## config.mk

```make
export PLATFORM = sky130hd
export DESIGN_NAME = npc_pc_unit
export DESIGN_NICKNAME = d
export VERILOG_FILES = /design/src/rtl/npc_pkg.sv /design/src/rtl/npc_branch_cmp.sv /design/src/rtl/npc_pc_unit.sv
export SDC_FILE = /design/constraint.sdc
export NUM_CORES = 1
export LEC_CHECK = 0
export ABC_AREA = 0
export BUFFER_PORTS_ARGS = -buffer_cell sky130_fd_sc_hd__buf_4
export CORE_ASPECT_RATIO = 2
export CORE_MARGIN = 3
export CORE_UTILIZATION = 49
export DETAILED_ROUTE_END_ITERATION = 16
export GPL_TIMING_DRIVEN = 1
export PLACE_DENSITY = 0.88
export SYNTH_ARGS = -nofsm -noshare
export SYNTH_HDL_FRONTEND = slang
export SYNTH_HIERARCHICAL = 1
export SYNTH_SLANG_ARGS = --single-unit
```

## constraint.sdc

```tcl
create_clock -name clk -period 3.2 [get_ports clk]
set_clock_uncertainty 0.2 [all_clocks]
set_input_delay 0.16 -clock clk [delete_from_list [all_inputs] [get_ports clk]]
set_output_delay 0.16 -clock clk [all_outputs]
set_load 0.1 [all_outputs]
```

## src/rtl/npc_pkg.sv

```systemverilog
// Shared next-PC select encoding and reset constants for the decode-stage control
// and the PC unit.
package npc_pkg;

  localparam logic [3:0] NPC_SEQ     = 4'd0;
  localparam logic [3:0] NPC_BEQ     = 4'd1;
  localparam logic [3:0] NPC_BNE     = 4'd2;
  localparam logic [3:0] NPC_BGEZ    = 4'd3;
  localparam logic [3:0] NPC_BLEZ    = 4'd4;
  localparam logic [3:0] NPC_BGTZ    = 4'd5;
  localparam logic [3:0] NPC_BLTZ    = 4'd6;
  localparam logic [3:0] NPC_J       = 4'd7;
  localparam logic [3:0] NPC_JR      = 4'd8;
  localparam logic [3:0] NPC_BLEZALR = 4'd9;

  localparam logic [31:0] RESET_PC_DEFAULT = 32'h0000_3000;

  // True for every encoding that is a branch or jump (counted by the statistics).
  function automatic logic is_ctrl(input logic [3:0] sel);
    return (sel >= NPC_BEQ) && (sel <= NPC_BLEZALR);
  endfunction

  function automatic logic [31:0] branch_off(input logic [15:0] imm);
    return {{14{imm[15]}}, imm, 2'b00};
  endfunction

endpackage

```

## src/rtl/npc_branch_cmp.sv

```systemverilog
// Decode-stage branch condition evaluator: resolves the redirect condition for a
// given npc_sel from the forwarded register operands.
module npc_branch_cmp
  import npc_pkg::*;
(
  input  logic [3:0]  npc_sel,
  input  logic [31:0] rs_val,
  input  logic [31:0] rt_val,
  output logic        cond
);

  logic rs_neg;
  logic rs_zero;

  assign rs_neg  = rs_val[31];
  assign rs_zero = (rs_val == 32'd0);

  always_comb begin
    cond = 1'b0;
    case (npc_sel)
      NPC_BEQ:     cond = (rs_val == rt_val);
      NPC_BNE:     cond = (rs_val != rt_val);
      NPC_BGEZ:    cond = ~rs_neg;
      NPC_BLEZ:    cond = rs_neg | rs_zero;
      NPC_BGTZ:    cond = ~rs_neg & ~rs_zero;
      NPC_BLTZ:    cond = rs_neg;
      NPC_J:       cond = 1'b1;
      NPC_JR:      cond = 1'b1;
      NPC_BLEZALR: cond = rs_neg | rs_zero;
      default:     cond = 1'b0;
    endcase
  end

endmodule

```

## src/rtl/npc_pc_unit.sv

```systemverilog
// Fetch PC register with delay-slot redirect from D. Optional branch statistics
// counters are built only when NPC_BRSTAT_EN is defined.
module npc_pc_unit
  import npc_pkg::*;
#(
  parameter logic [31:0] RESET_PC = RESET_PC_DEFAULT,
  parameter int unsigned PC_STEP  = 4
) (
  input  logic        clk,
  input  logic        reset,
  input  logic        stall,
  input  logic [3:0]  npc_sel,
  input  logic [31:0] pc_d,
  input  logic [31:0] rs_val,
  input  logic [31:0] rt_val,
  input  logic [15:0] imm16,
  input  logic [25:0] index26,
  output logic [31:0] pc_f,
  output logic [31:0] link_d,
  output logic        taken_d,
  output logic        align_err,
  output logic [31:0] br_cnt,
  output logic [31:0] taken_cnt
);

  logic        cond;
  logic [31:0] target;
  logic [31:0] npc;
  logic [31:0] pc_f_q, pc_f_d;
  logic        align_err_q, align_err_d;

  npc_branch_cmp u_branch_cmp (
    .npc_sel (npc_sel),
    .rs_val  (rs_val),
    .rt_val  (rt_val),
    .cond    (cond)
  );

  always_comb begin
    target = pc_d + 32'd4 + branch_off(imm16);
    case (npc_sel)
      NPC_J:       target = {pc_d[31:28], index26, 2'b00};
      NPC_JR:      target = rs_val;
      NPC_BLEZALR: target = rt_val;
      default:     ;
    endcase
  end

  // A stalled branch is dropped here and re-evaluated once the stall clears.
  assign taken_d = cond & ~stall;
  assign link_d  = pc_d + 32'd8;

  always_comb begin
    npc         = taken_d ? {target[31:2], 2'b00} : pc_f_q + 32'(PC_STEP);
    pc_f_d      = stall ? pc_f_q : npc;
    align_err_d = align_err_q | (taken_d & (target[1:0] != 2'b00));
  end

  always_ff @(posedge clk) begin
    if (reset) begin
      pc_f_q      <= RESET_PC;
      align_err_q <= 1'b0;
    end else begin
      pc_f_q      <= pc_f_d;
      align_err_q <= align_err_d;
    end
  end

  assign pc_f      = pc_f_q;
  assign align_err = align_err_q;

`ifdef NPC_BRSTAT_EN
  logic [31:0] br_cnt_q, br_cnt_d;
  logic [31:0] taken_cnt_q, taken_cnt_d;

  always_comb begin
    br_cnt_d    = br_cnt_q;
    taken_cnt_d = taken_cnt_q;
    if (!stall && is_ctrl(npc_sel)) begin
      br_cnt_d = br_cnt_q + 32'd1;
    end
    if (taken_d) begin
      taken_cnt_d = taken_cnt_q + 32'd1;
    end
  end

  always_ff @(posedge clk) begin
    if (reset) begin
      br_cnt_q    <= 32'd0;
      taken_cnt_q <= 32'd0;
    end else begin
      br_cnt_q    <= br_cnt_d;
      taken_cnt_q <= taken_cnt_d;
    end
  end

  assign br_cnt    = br_cnt_q;
  assign taken_cnt = taken_cnt_q;
`else
  assign br_cnt    = 32'd0;
  assign taken_cnt = 32'd0;
`endif

endmodule

```

==> results of run 1 <==
power breakdown:
part           leakage [nW]  internal, mW  switching (mW)
Sequential            0.254         0.422          0.0504
Clock                0.0900         0.446           0.190
Combinational          3.21         0.556            1.40
Total                  3.55          1.42            1.64
stage by stage:
| stage | TNS [ns] | cell area [µm²] | power (mW) |
|---|---|---|---|
| 5_1_grt | 0 | 7650 | 3.18 |
| 6_report | 0 | 7650 | 3.06 |
| 3_3_place_gp | 0 | 7440 | 2.38 |
| 2_1_floorplan | 0 | 6180 | 1.94 |
| 3_5_place_dp | -0.0601 | 7440 | 2.39 |
| 4_1_cts | 0 | 7650 | 3.03 |
flip-flops by register name (all words and copies together) (netlist names):
signal,count
align_err,1
pc_f,30
worst max-delay path, cell delays in order:
cell and delay [ns]:
sky130_fd_sc_hd__buf_4 0.13, sky130_fd_sc_hd__ha_1 0.30, sky130_fd_sc_hd__ha_1 0.23, sky130_fd_sc_hd__fa_1 0.43
sky130_fd_sc_hd__a211oi_1 0.25, sky130_fd_sc_hd__o21ai_1 0.14, sky130_fd_sc_hd__o21ai_1 0.19, sky130_fd_sc_hd__o21bai_1 0.12
sky130_fd_sc_hd__a21oi_1 0.35, sky130_fd_sc_hd__xnor2_1 0.17, sky130_fd_sc_hd__a21oi_1 0.08, sky130_fd_sc_hd__a2111oi_0 0.37
per-layer routing:
metal | global-route usage [%] | share of wire (%) | routed length, µm | vias up
met3 | 6.94 | 9.1 | 2070 | 125
li1 | - | - | - | 3243
met1 | 31.0 | 32 | 7390 | 3235
met2 | 59.5 | 51 | 11600 | 481
met5 | 0 | 0 | 0 | -
met4 | 22.1 | 8.0 | 1830 | 0
repair_timing:
action | 4_1_cts | 5_1_grt
hold buffers | 1 | 0
endpoints found under the hold margin | 1 | 0
setup buffers | 0 | 0
endpoints found under the setup margin | 0 | 0
cells by family (layout without fill, tap and decap cells):
family | after synthesis | after routing | share of synthesized area [%]
and+or+nand+nor | 233 | 233 | 20.0
AOI/OAI and AO/OA | 232 | 232 | 23.9
buffers and inverters | 126 | 260 | 12.5
xor gates and xnor gates | 97 | 97 | 14.4
adders and majority gates | 60 | 60 | 12.8
muxes | 34 | 34 | 5.84
DFF | 31 | 31 | 10.5
other | 1 | 66 | 0.0634
path summary, 6_finish.rpt:
check	cells past startpoint	slack [ns]	to
min	5	0.005	pc_f[22]
max	12	0.23	pc_f[19]
min reg2reg	2	0.29	align_err
max reg2reg	7	0.52	pc_f[26]
final cells by class:
| type | instances | share of cell area (%) |
|---|---|---|
| well taps | 145 | 2.37 |
| multi-input cells | 722 | 63.0 |
| clock buffers | 5 | 1.64 |
| inverters | 20 | 0.982 |
| repair buffers | 232 | 23.0 |
| clock inverters | 3 | 0.884 |
| flip-flops and latches | 31 | 8.12 |
cell usage in the layout (no fill, tap or decap), types with 10 or more instances in the layout:
master and n:
sky130_fd_sc_hd__nor3_1 14, sky130_fd_sc_hd__inv_1 19, sky130_fd_sc_hd__nand3_1 41, sky130_fd_sc_hd__mux2i_1 30, sky130_fd_sc_hd__dfxtp_1 31, sky130_fd_sc_hd__nor4_1 11
sky130_fd_sc_hd__a31oi_1 10, sky130_fd_sc_hd__and3_1 11, sky130_fd_sc_hd__nand2_1 49, sky130_fd_sc_hd__buf_4 230, sky130_fd_sc_hd__nand4_1 24, sky130_fd_sc_hd__nor2_1 58
sky130_fd_sc_hd__a211oi_1 10, sky130_fd_sc_hd__xnor2_1 71, sky130_fd_sc_hd__xor2_1 23, sky130_fd_sc_hd__a21o_1 13, sky130_fd_sc_hd__a21oi_1 94, sky130_fd_sc_hd__ha_1 59
sky130_fd_sc_hd__conb_1 66, sky130_fd_sc_hd__o21ai_0 54
==> reports/qor_table.md, run 1 <==
| Stage | Item | Value |
| --- | --- | --- |
| run status | Result of the run | finished clean |
| place | Placed wire-length estimate | 18800 µm |
| floorplan | Area of the die | 13500 µm² |
| synth | Mapped Area | 5910 µm² |
| sta | Hold violation count in the final report | 0 |
| final layout | Layout cells sized above 1 | 25.3% |
| clock tree | H-Tree Level Count | 2 |
| synth | Cell count after synthesis | 814 |
| synth | Library cell occupying the most area in the post-synthesis netlist | sky130_fd_sc_hd__ha_1 |
| clock tree | Post-CTS resize count | 0 |
| route | Final antenna-violating net count | 0 |
| setup path | Required arrival time at the worst endpoint | 3.16 ns |
| min path | Start point of the worst hold path | index26[20] |
| synth | Count of flip-flops with a built-in enable after synthesis | 0 |
| sta | Final Cycle Share | 92.7% |
| sta | Total count of max-transition violations in the final report | 0 |
| route | Via-to-Cell Ratio | 6.12 |
| final layout | Post-route non-filler standard cell count | 1158 |
| sta | Tmin final | 2.97 ns |
| route | DR WL/cell | 19.8 µm |
| global route | Initial antenna violation count | 0 |
| route | Initial drt markers | 531 |
| setup path | Startpoint Class | input pin |
| floorplan | Initial Utilization | 50.2% |
| clock tree | Clock Pin Slew Worst Setup and Hold Paths | 0.06 ns |
| clock tree | Cell at the root of the clock tree | sky130_fd_sc_hd__clkbuf_16 |
| synth | Portion of synthesized cell area occupied by the leading cell type | 12.5% |
| synth | Most frequent cell after synthesis | sky130_fd_sc_hd__a21oi_1 |
| final layout | Multi-input gate area in the final layout | 4820 µm² |
| synth | Ys flop type | sky130_fd_sc_hd__dfxtp_1 |
| setup path | First element of the critical path | pc_d[3] |
| place | Last weighted congestion value of the routability-driven placer | 0.986 |
| place | IO Port Bufs | 208 |
| synth | Synthesis warning total | 6 |
| synth | Sequential fraction of the synthesis area | 10.5% |
| clock tree | Clock tree from TritonCTS | built |
| sta | Min Hold Slack | 0.00467 ns |
| route | Initial DRT Pass Iterations | 5 |
| setup path | Crit end category | flop |
| final layout | Area used by sequential logic in the layout | 621 µm² |
| job | Max Cap Violations | 0 |
| clock tree | Clock insertion delay at the later pin of the skew report | 0.29 ns |
| setup path | Critical Path Fanout Max | 5 |
| floorplan | Core footprint | 11800 µm² |
| final layout | Number of inserted filler cells in the final layout | 1067 |
| clock tree | Maximum count of clock buffers along a single path | 2 |
| global route | Vias in the first global route | 6981 |
| clock tree | Number of clock sinks | 31 |
| floorplan | Row cnt | 56 |
| power | Peak supply drop | 0.393 mV |
| synth | Number of distinct standard cells referenced by the synthesized netlist | 68 |
| place | Post-placement setup slack | -0.0601 ns |
| global route | Overflow after GRT | 0 |
| route | WL final | 22900 µm |
| global route | First-pass GRT wire length | 35000 µm |
| clock tree | Number of buffers created by CTS | 5 |
| setup path | Reg2reg start | pc_f[2] |
| min path | Classification of the worst-slack hold path | input pin to flop |
| floorplan | I/O pin total | 275 |
| synth | Most frequent cells after synthesis | sky130_fd_sc_hd__a21oi_1 (94), sky130_fd_sc_hd__xnor2_1 (74), sky130_fd_sc_hd__buf_4 (69), sky130_fd_sc_hd__ha_1 (59), sky130_fd_sc_hd__nor2_1 (58) |
| sta | Final setup viols | 0 |
| route | DR DRC count | 0 |
| setup path | Start-to-end type of the worst setup path | input pin to flop |
| sta | Transition time of the tightest slew-check pin | 0.823 ns |
| global route | Total track usage | 32.2% |
| setup path | Data arrival at the endpoint of the critical path | 2.93 ns |
| synth | FF+latch count, synth | 31 |
| sta | RSZ-0062 raised after global routing | false |
| floorplan | Horizontal die dimension | 83.7 µm |
| floorplan | Height of the die | 161 µm |
| power | Leakage power of the design | 3.55 nW |
| final layout | Number of nets in the layout | 1217 |
| sta | Final worst slack | 0.234 ns |
| sta | Normalized max-slew margin | 45.0% |
| sta | Highest achievable clock rate | 337 MHz |
| place | Number of placed cells counting well taps | 1149 |
| global route | Largest net degree at the start of global routing | 33 |
| final layout | Antenna Cells | 0 |
| synth | Async set or reset register ratio after synthesis | 0% |
| route | Vias post-DR | 7084 |
| power | Power Density | 400 nW/µm² |
| synth | Post-Syn Area per Cell | 7.26 µm² |
| final layout | Syn-to-layout area delta | 29.4% |
| synth | Most area-consuming cells after synthesis | sky130_fd_sc_hd__ha_1 (12%), sky130_fd_sc_hd__xnor2_1 (11%), sky130_fd_sc_hd__dfxtp_1 (10%) |
| final layout | Final core utilization | 65.0% |
(Power assumes the default switching activity.)
==> inputs of run 2 (changes only) <==
--- a/config.mk
+++ b/config.mk
@@ -7,12 +7,14 @@
 export LEC_CHECK = 0
 export ABC_AREA = 0
 export BUFFER_PORTS_ARGS = -buffer_cell sky130_fd_sc_hd__buf_4
+export CELL_PAD_IN_SITES_DETAIL_PLACEMENT = 1
+export CELL_PAD_IN_SITES_GLOBAL_PLACEMENT = 1
 export CORE_ASPECT_RATIO = 2
 export CORE_MARGIN = 3
-export CORE_UTILIZATION = 49
+export CORE_UTILIZATION = 33
 export DETAILED_ROUTE_END_ITERATION = 16
 export GPL_TIMING_DRIVEN = 1
-export PLACE_DENSITY = 0.88
+export PLACE_DENSITY = 0.87
 export SYNTH_ARGS = -nofsm -noshare
 export SYNTH_HDL_FRONTEND = slang
 export SYNTH_HIERARCHICAL = 1
==> run 2 against run 1 <==
  * Total power fell by 4.0%
  * First-iteration DRC count fell by 54%
  * Highest routed layer unchanged
  * Combinational power barely moved
  * Worst setup slack improved by 0.065 ns
  * Register-to-register slack got worse by 0.04 ns
  * Global-route usage fell by 6.9 points
  * Critical path depth rose by 1
  * Sequential cell count did not move
  * Critical endpoint is now pc_f[29]
  * Final area rose by 1.1%
  * Worst hold slack improved by 0.027 ns
  * Count of clock-buffer cells in the layout rose by 1
  * Sequential power barely moved
  * Critical path type unchanged
==> reports/qor_table.md, run 2 (synthesis gave the netlist of run 1 again) <==
| Stage | Item | Value |
| --- | --- | --- |
| sta | Normalized max-slew margin | 55.1% |
| floorplan | Height of the die | 195 µm |
| final layout | Final core utilization | 44.3% |
| clock tree | Post-CTS resize count | 0 |
| global route | GR Util met1 | 25.6% |
| clock tree | Clock Pin Slew Worst Setup and Hold Paths | 0.05 ns |
| place | Post-placement setup slack | 0.0396 ns |
| sta | Highest achievable clock rate | 345 MHz |
| sta | Fin Setup TNS | 0 ns |
| global route | Total track usage | 25.3% |
| sta | Final Cycle Share | 90.7% |
| min path | Classification of the worst-slack hold path | input pin to flop |
| clock tree | Clock insertion delay at the later pin of the skew report | 0.28 ns |
| clock tree | H-Tree Level Count | 2 |
| job | Max Cap Violations | 0 |
| route | DR DRC count | 0 |
| clock tree | Cell at the root of the clock tree | sky130_fd_sc_hd__clkbuf_16 |
| final layout | Antenna Cells | 0 |
| place | Placed wire-length estimate | 22000 µm |
| floorplan | I/O pin total | 275 |
| sta | Min Hold Slack | 0.0319 ns |
| place | IO Port Bufs | 208 |
| route | Initial DRT Pass Iterations | 5 |
| final layout | Layout cells sized above 1 | 25.7% |
| sta | Final worst slack | 0.299 ns |
| clock tree | Number of buffers created by CTS | 5 |
| run status | Result of the run | finished clean |
| clock tree | Maximum count of clock buffers along a single path | 2 |
| final layout | Largest register FFs | 30 |
| route | Final antenna-violating net count | 0 |
| final layout | Most common cell after layout, fill and taps aside | sky130_fd_sc_hd__buf_4 |
| setup path | Crit end category | flop |
| sta | RSZ-0062 raised after global routing | false |
| global route | Largest net degree at the start of global routing | 33 |
| floorplan | Area of the die | 19700 µm² |
| setup path | Startpoint Class | input pin |
| place | Total cell area at the placement stage | 7580 µm² |
| setup path | Start-to-end type of the worst setup path | input pin to flop |
| clock tree | CTS Hold Buffers Added | 1 |
| route | Via-to-Cell Ratio | 5.77 |
| global route | First-pass GRT wire length | 39500 µm |
| sta | Transition time of the tightest slew-check pin | 0.674 ns |
| sta | Hold violation count in the final report | 0 |
| global route | Global routing met3 resource utilization | 3.86% |
| floorplan | Initial Utilization | 33.9% |
| power | Leakage power of the design | 3.57 nW |
| place | Last weighted congestion value of the routability-driven placer | 0.935 |
| global route | Met2 Usage GRT | 47.8% |
| global route | Initial antenna violation count | 0 |
| route | Vias post-DR | 7096 |
| setup path | Data arrival at the endpoint of the critical path | 2.91 ns |
| setup path | Required arrival time at the worst endpoint | 3.20 ns |
| global route | Overflow after GRT | 0 |
| floorplan | Row cnt | 68 |
| power | Power Density | 380 nW/µm² |
| final layout | Most frequent cells in the layout | sky130_fd_sc_hd__buf_4 (237), sky130_fd_sc_hd__a21oi_1 (94), sky130_fd_sc_hd__xnor2_1 (71), sky130_fd_sc_hd__conb_1 (66), sky130_fd_sc_hd__ha_1 (59) |
| global route | Vias in the first global route | 7501 |
| final layout | Total non-filler cell area in the finished layout | 7730 µm² |
| power | Peak supply drop | 0.186 mV |
| final layout | Syn-to-layout area delta | 30.8% |
| final layout | Number of nets in the layout | 1224 |
| sta | Total count of max-transition violations in the final report | 0 |
| floorplan | Core footprint | 17400 µm² |
| sta | Tmin final | 2.90 ns |
| clock tree | Clock tree from TritonCTS | built |
| global route | Layer with the highest usage after global routing | met2 |
| route | WL final | 26000 µm |
| route | Initial drt markers | 246 |
| floorplan | Horizontal die dimension | 101 µm |
| setup path | Critical Path Fanout Max | 5 |
| sta | Final setup viols | 0 |
| clock tree | Number of clock sinks | 31 |
| clock tree | Number of setup buffers added after CTS | 0 |
| route | DR WL/cell | 21.2 µm |
## run 2: metrics by stage
| stage | power, mW | instances |
|---|---|---|
| after floorplan | 1.94 | 879 |
| after CTS | 2.93 | 1229 |
| after global routing | 3.07 | 1229 |
| after detailed placement | 2.44 | 1221 |
| final | 2.94 | 1229 |
| after global placement | 2.42 | 1221 |
## run 2: worst max-delay path: stages
cell and delay (ns):
sky130_fd_sc_hd__buf_4 0.13, sky130_fd_sc_hd__ha_1 0.29, sky130_fd_sc_hd__ha_1 0.23, sky130_fd_sc_hd__fa_1 0.43
sky130_fd_sc_hd__a211oi_1 0.28, sky130_fd_sc_hd__o21ai_1 0.16, sky130_fd_sc_hd__buf_4 0.17, sky130_fd_sc_hd__o211ai_1 0.23
sky130_fd_sc_hd__and4_1 0.28, sky130_fd_sc_hd__o31ai_1 0.10, sky130_fd_sc_hd__xor2_1 0.14, sky130_fd_sc_hd__a21oi_1 0.09
sky130_fd_sc_hd__a211oi_1 0.21
## run 2: per-layer routing
metal	part of all wire [%]	up-vias	routed length, µm
met5	0	-	0
met4	5.7	0	1480
met1	33	3384	8660
li1	-	3252	-
met2	53	384	13800
met3	7.9	76	2060
## run 2: report_power, final
group          switching (mW)  internal, mW  total (mW)
Clock                   0.178         0.303       0.481
Combinational            1.42         0.562        1.98
Sequential             0.0534         0.422       0.476
Total                    1.65          1.29        2.94
## run 2: worst paths after layout
| check | start | endpoint | slack [ns] | cells past startpoint |
|---|---|---|---|---|
| setup / recovery | pc_d[3] | pc_f[29] | 0.30 | 13 |
| hold / removal | index26[20] | pc_f[22] | 0.03 | 5 |
| setup reg to reg | pc_f[8] | pc_f[27] | 0.48 | 8 |
| hold reg to reg | align_err | align_err | 0.32 | 2 |
## run 2: layout make-up
class	instances	area, µm²
Sequential cell	31	621
Tap cell	210	263
Fill cell	2247	9710
Clock inverter	1	5.00
Clock buffer	6	139
Inverter	20	75.1
Multi-Input combinational cell	722	4820
Timing Repair Buffer	239	1810
==> inputs of run 3 (changes only) <==
--- a/config.mk
+++ b/config.mk
@@ -11,10 +11,11 @@
 export CELL_PAD_IN_SITES_GLOBAL_PLACEMENT = 1
 export CORE_ASPECT_RATIO = 2
 export CORE_MARGIN = 3
-export CORE_UTILIZATION = 33
+export CORE_UTILIZATION = 36
 export DETAILED_ROUTE_END_ITERATION = 16
 export GPL_TIMING_DRIVEN = 1
-export PLACE_DENSITY = 0.87
+export PLACE_DENSITY = 0.94
+export RECOVER_POWER = 25
 export SYNTH_ARGS = -nofsm -noshare
 export SYNTH_HDL_FRONTEND = slang
 export SYNTH_HIERARCHICAL = 1
==> constraint.sdc (replaced) <==
create_clock -name clk -period 3.4 [get_ports clk]
set_clock_uncertainty 0.2 [all_clocks]
set_input_delay 0.17 -clock clk [delete_from_list [all_inputs] [get_ports clk]]
set_output_delay 0.17 -clock clk [all_outputs]
set_load 0.1 [all_outputs]
==> run 3 against run 2 <==
  * Final area decreased by 2.6%
  * Sequential power decreased by 5.9%
  * Sequential cell count unchanged
  * Via count increased by 0.75%
  * Count of clock-buffer cells in the layout unchanged
  * Combinational power decreased by 8%
  * Sequential share of layout area increased by 0.22 points
  * Critical path type unchanged
  * Largest power group unchanged
==> reports/qor_table.md, run 3 (synthesis gave the netlist of run 1 again) <==
| Stage | Item | Value |
| --- | --- | --- |
| sta | Final Cycle Share | 89.3% |
| setup path | Data arrival at the endpoint of the critical path | 2.99 ns |
| global route | First-pass GRT wire length | 40100 µm |
| final layout | Most common cell after layout, fill and taps aside | sky130_fd_sc_hd__buf_4 |
| min path | Classification of the worst-slack hold path | input pin to flop |
| final layout | Final core utilization | 47.2% |
| sta | RSZ-0062 raised after global routing | false |
| place | IO Port Bufs | 208 |
| route | Vias post-DR | 7149 |
| setup path | Crit end category | flop |
| sta | Highest achievable clock rate | 330 MHz |
| job | Max Cap Violations | 0 |
| clock tree | Clock Pin Slew Worst Setup and Hold Paths | 0.06 ns |
| clock tree | Clock insertion delay at the later pin of the skew report | 0.29 ns |
| clock tree | CTS Hold Buffers Added | 1 |
| global route | Total track usage | 27.3% |
| sta | Fin Setup TNS | 0 ns |
| setup path | Required arrival time at the worst endpoint | 3.36 ns |
| sta | Hold violation count in the final report | 0 |
| route | DR DRC count | 0 |
| sta | Final worst slack | 0.365 ns |
| clock tree | Cell at the root of the clock tree | sky130_fd_sc_hd__clkbuf_16 |
| run status | Result of the run | finished clean |
| sta | Total count of max-transition violations in the final report | 0 |
| power | Peak supply drop | 0.199 mV |
| floorplan | Initial Utilization | 37.1% |
| floorplan | I/O pin total | 275 |
| clock tree | H-Tree Level Count | 2 |
| setup path | Depth of the worst register-to-register path | 7 |
| power | Leakage power of the design | 3.41 nW |
| global route | Initial antenna violation count | 0 |
| final layout | Largest register FFs | 30 |
| route | WL final | 26100 µm |
| clock tree | Post-CTS resize count | 0 |
| floorplan | Horizontal die dimension | 96.6 µm |
| route | DR WL/cell | 21.6 µm |
| final layout | Syn-to-layout area delta | 27.4% |
| global route | Vias in the first global route | 7577 |
| clock tree | Maximum count of clock buffers along a single path | 2 |
| clock tree | Number of clock sinks | 31 |
| sta | Final setup viols | 0 |
| sta | Normalized max-slew margin | 19.2% |
| floorplan | Core footprint | 15900 µm² |
| min path | Worst Hold Path Cells | 5 |
| setup path | Critical Path Fanout Max | 5 |
| route | Initial drt markers | 348 |
| setup path | Startpoint Class | input pin |
| floorplan | Area of the die | 18100 µm² |
| sta | Transition time of the tightest slew-check pin | 1.22 ns |
| route | Final antenna-violating net count | 0 |
| clock tree | Number of buffers created by CTS | 5 |
| final layout | Number of nets in the layout | 1215 |
| place | Post-placement setup slack | 0.0673 ns |
| place | Placed wire-length estimate | 21900 µm |
| final layout | Layout cells sized above 1 | 22.5% |
| route | Initial DRT Pass Iterations | 5 |
| global route | Overflow after GRT | 0 |
| final layout | Antenna Cells | 0 |
| place | Last weighted congestion value of the routability-driven placer | 0.954 |
| clock tree | Number of setup buffers added after CTS | 0 |
| global route | Largest net degree at the start of global routing | 33 |
| setup path | Start-to-end type of the worst setup path | input pin to flop |
| floorplan | Row cnt | 65 |
| route | Via-to-Cell Ratio | 5.90 |
| final layout | Most frequent cells in the layout | sky130_fd_sc_hd__buf_4 (206), sky130_fd_sc_hd__a21oi_1 (94), sky130_fd_sc_hd__xnor2_1 (74), sky130_fd_sc_hd__conb_1 (66), sky130_fd_sc_hd__ha_1 (59) |
| sta | Tmin final | 3.03 ns |
| floorplan | Height of the die | 187 µm |
| clock tree | Clock tree from TritonCTS | built |
| power | Power Density | 363 nW/µm² |
==> run 3: cell types whose count changed in the layout (fill, tap and decap cells not counted), sizes merged <==
cell,before,now
clkinvlp,0,1
clkbuf,6,29
buf,238,206
==> run 3: per-stage QoR <==
stage | power, mW | instances | cell area (µm²) | hold slack [ns]
finish | 2.74 | 1212 | 7530 | 0.0236
global route | 2.85 | 1212 | 7530 | 0.0770
CTS | 2.74 | 1212 | 7620 | 0.0258
detailed placement | 2.28 | 1203 | 7460 | 0.266
global placement | 2.25 | 1203 | 7460 | 0.237
floorplan | 1.83 | 879 | 6160 | 0.145
==> run 3: per-layer routing <==
metal | up-vias | part of all wire, % | track usage (%)
met5 | - | 0 | 0
li1 | 3239 | - | -
met1 | 3421 | 32 | 25.4
met4 | 0 | 6.6 | 17.1
met3 | 90 | 7.5 | 5.56
met2 | 399 | 54 | 52.9
==> run 3: critical path, stage by stage <==
cell                        delay, ns
sky130_fd_sc_hd__buf_4           0.13
sky130_fd_sc_hd__ha_1            0.29
sky130_fd_sc_hd__ha_1            0.23
sky130_fd_sc_hd__fa_1            0.44
sky130_fd_sc_hd__a211oi_1        0.26
sky130_fd_sc_hd__o21ai_1         0.19
sky130_fd_sc_hd__o21ai_1         0.20
sky130_fd_sc_hd__o21bai_1        0.12
sky130_fd_sc_hd__a21oi_1         0.31
sky130_fd_sc_hd__xnor2_1         0.17
sky130_fd_sc_hd__a21oi_1         0.09
sky130_fd_sc_hd__a2111oi_0       0.38
==> run 3: final timing paths <==
check,from,endpoint,slack (ns)
setup / recovery,pc_d[3],pc_f[19],0.37
hold reg to reg,align_err,align_err,0.29
hold / removal,index26[20],pc_f[22],0.02
setup reg to reg,pc_f[2],pc_f[30],0.56
==> run 3: where the power goes <==
part | leakage (nW) | switching (mW) | internal [mW] | total (mW)
Clock | 0.0669 | 0.184 | 0.270 | 0.455
Sequential | 0.254 | 0.0511 | 0.397 | 0.448
Combinational | 3.08 | 1.34 | 0.496 | 1.83
Total | 3.41 | 1.57 | 1.16 | 2.74
==> run 3: final cells by class <==
type	count	area (µm²)
inverter	20	75.1
sequential	31	621
clock buffer	6	129
multi-input combinational	722	4800
timing repair buffer	230	1640
fill	2108	8410
tap	201	251
clock inverter	2	12.5
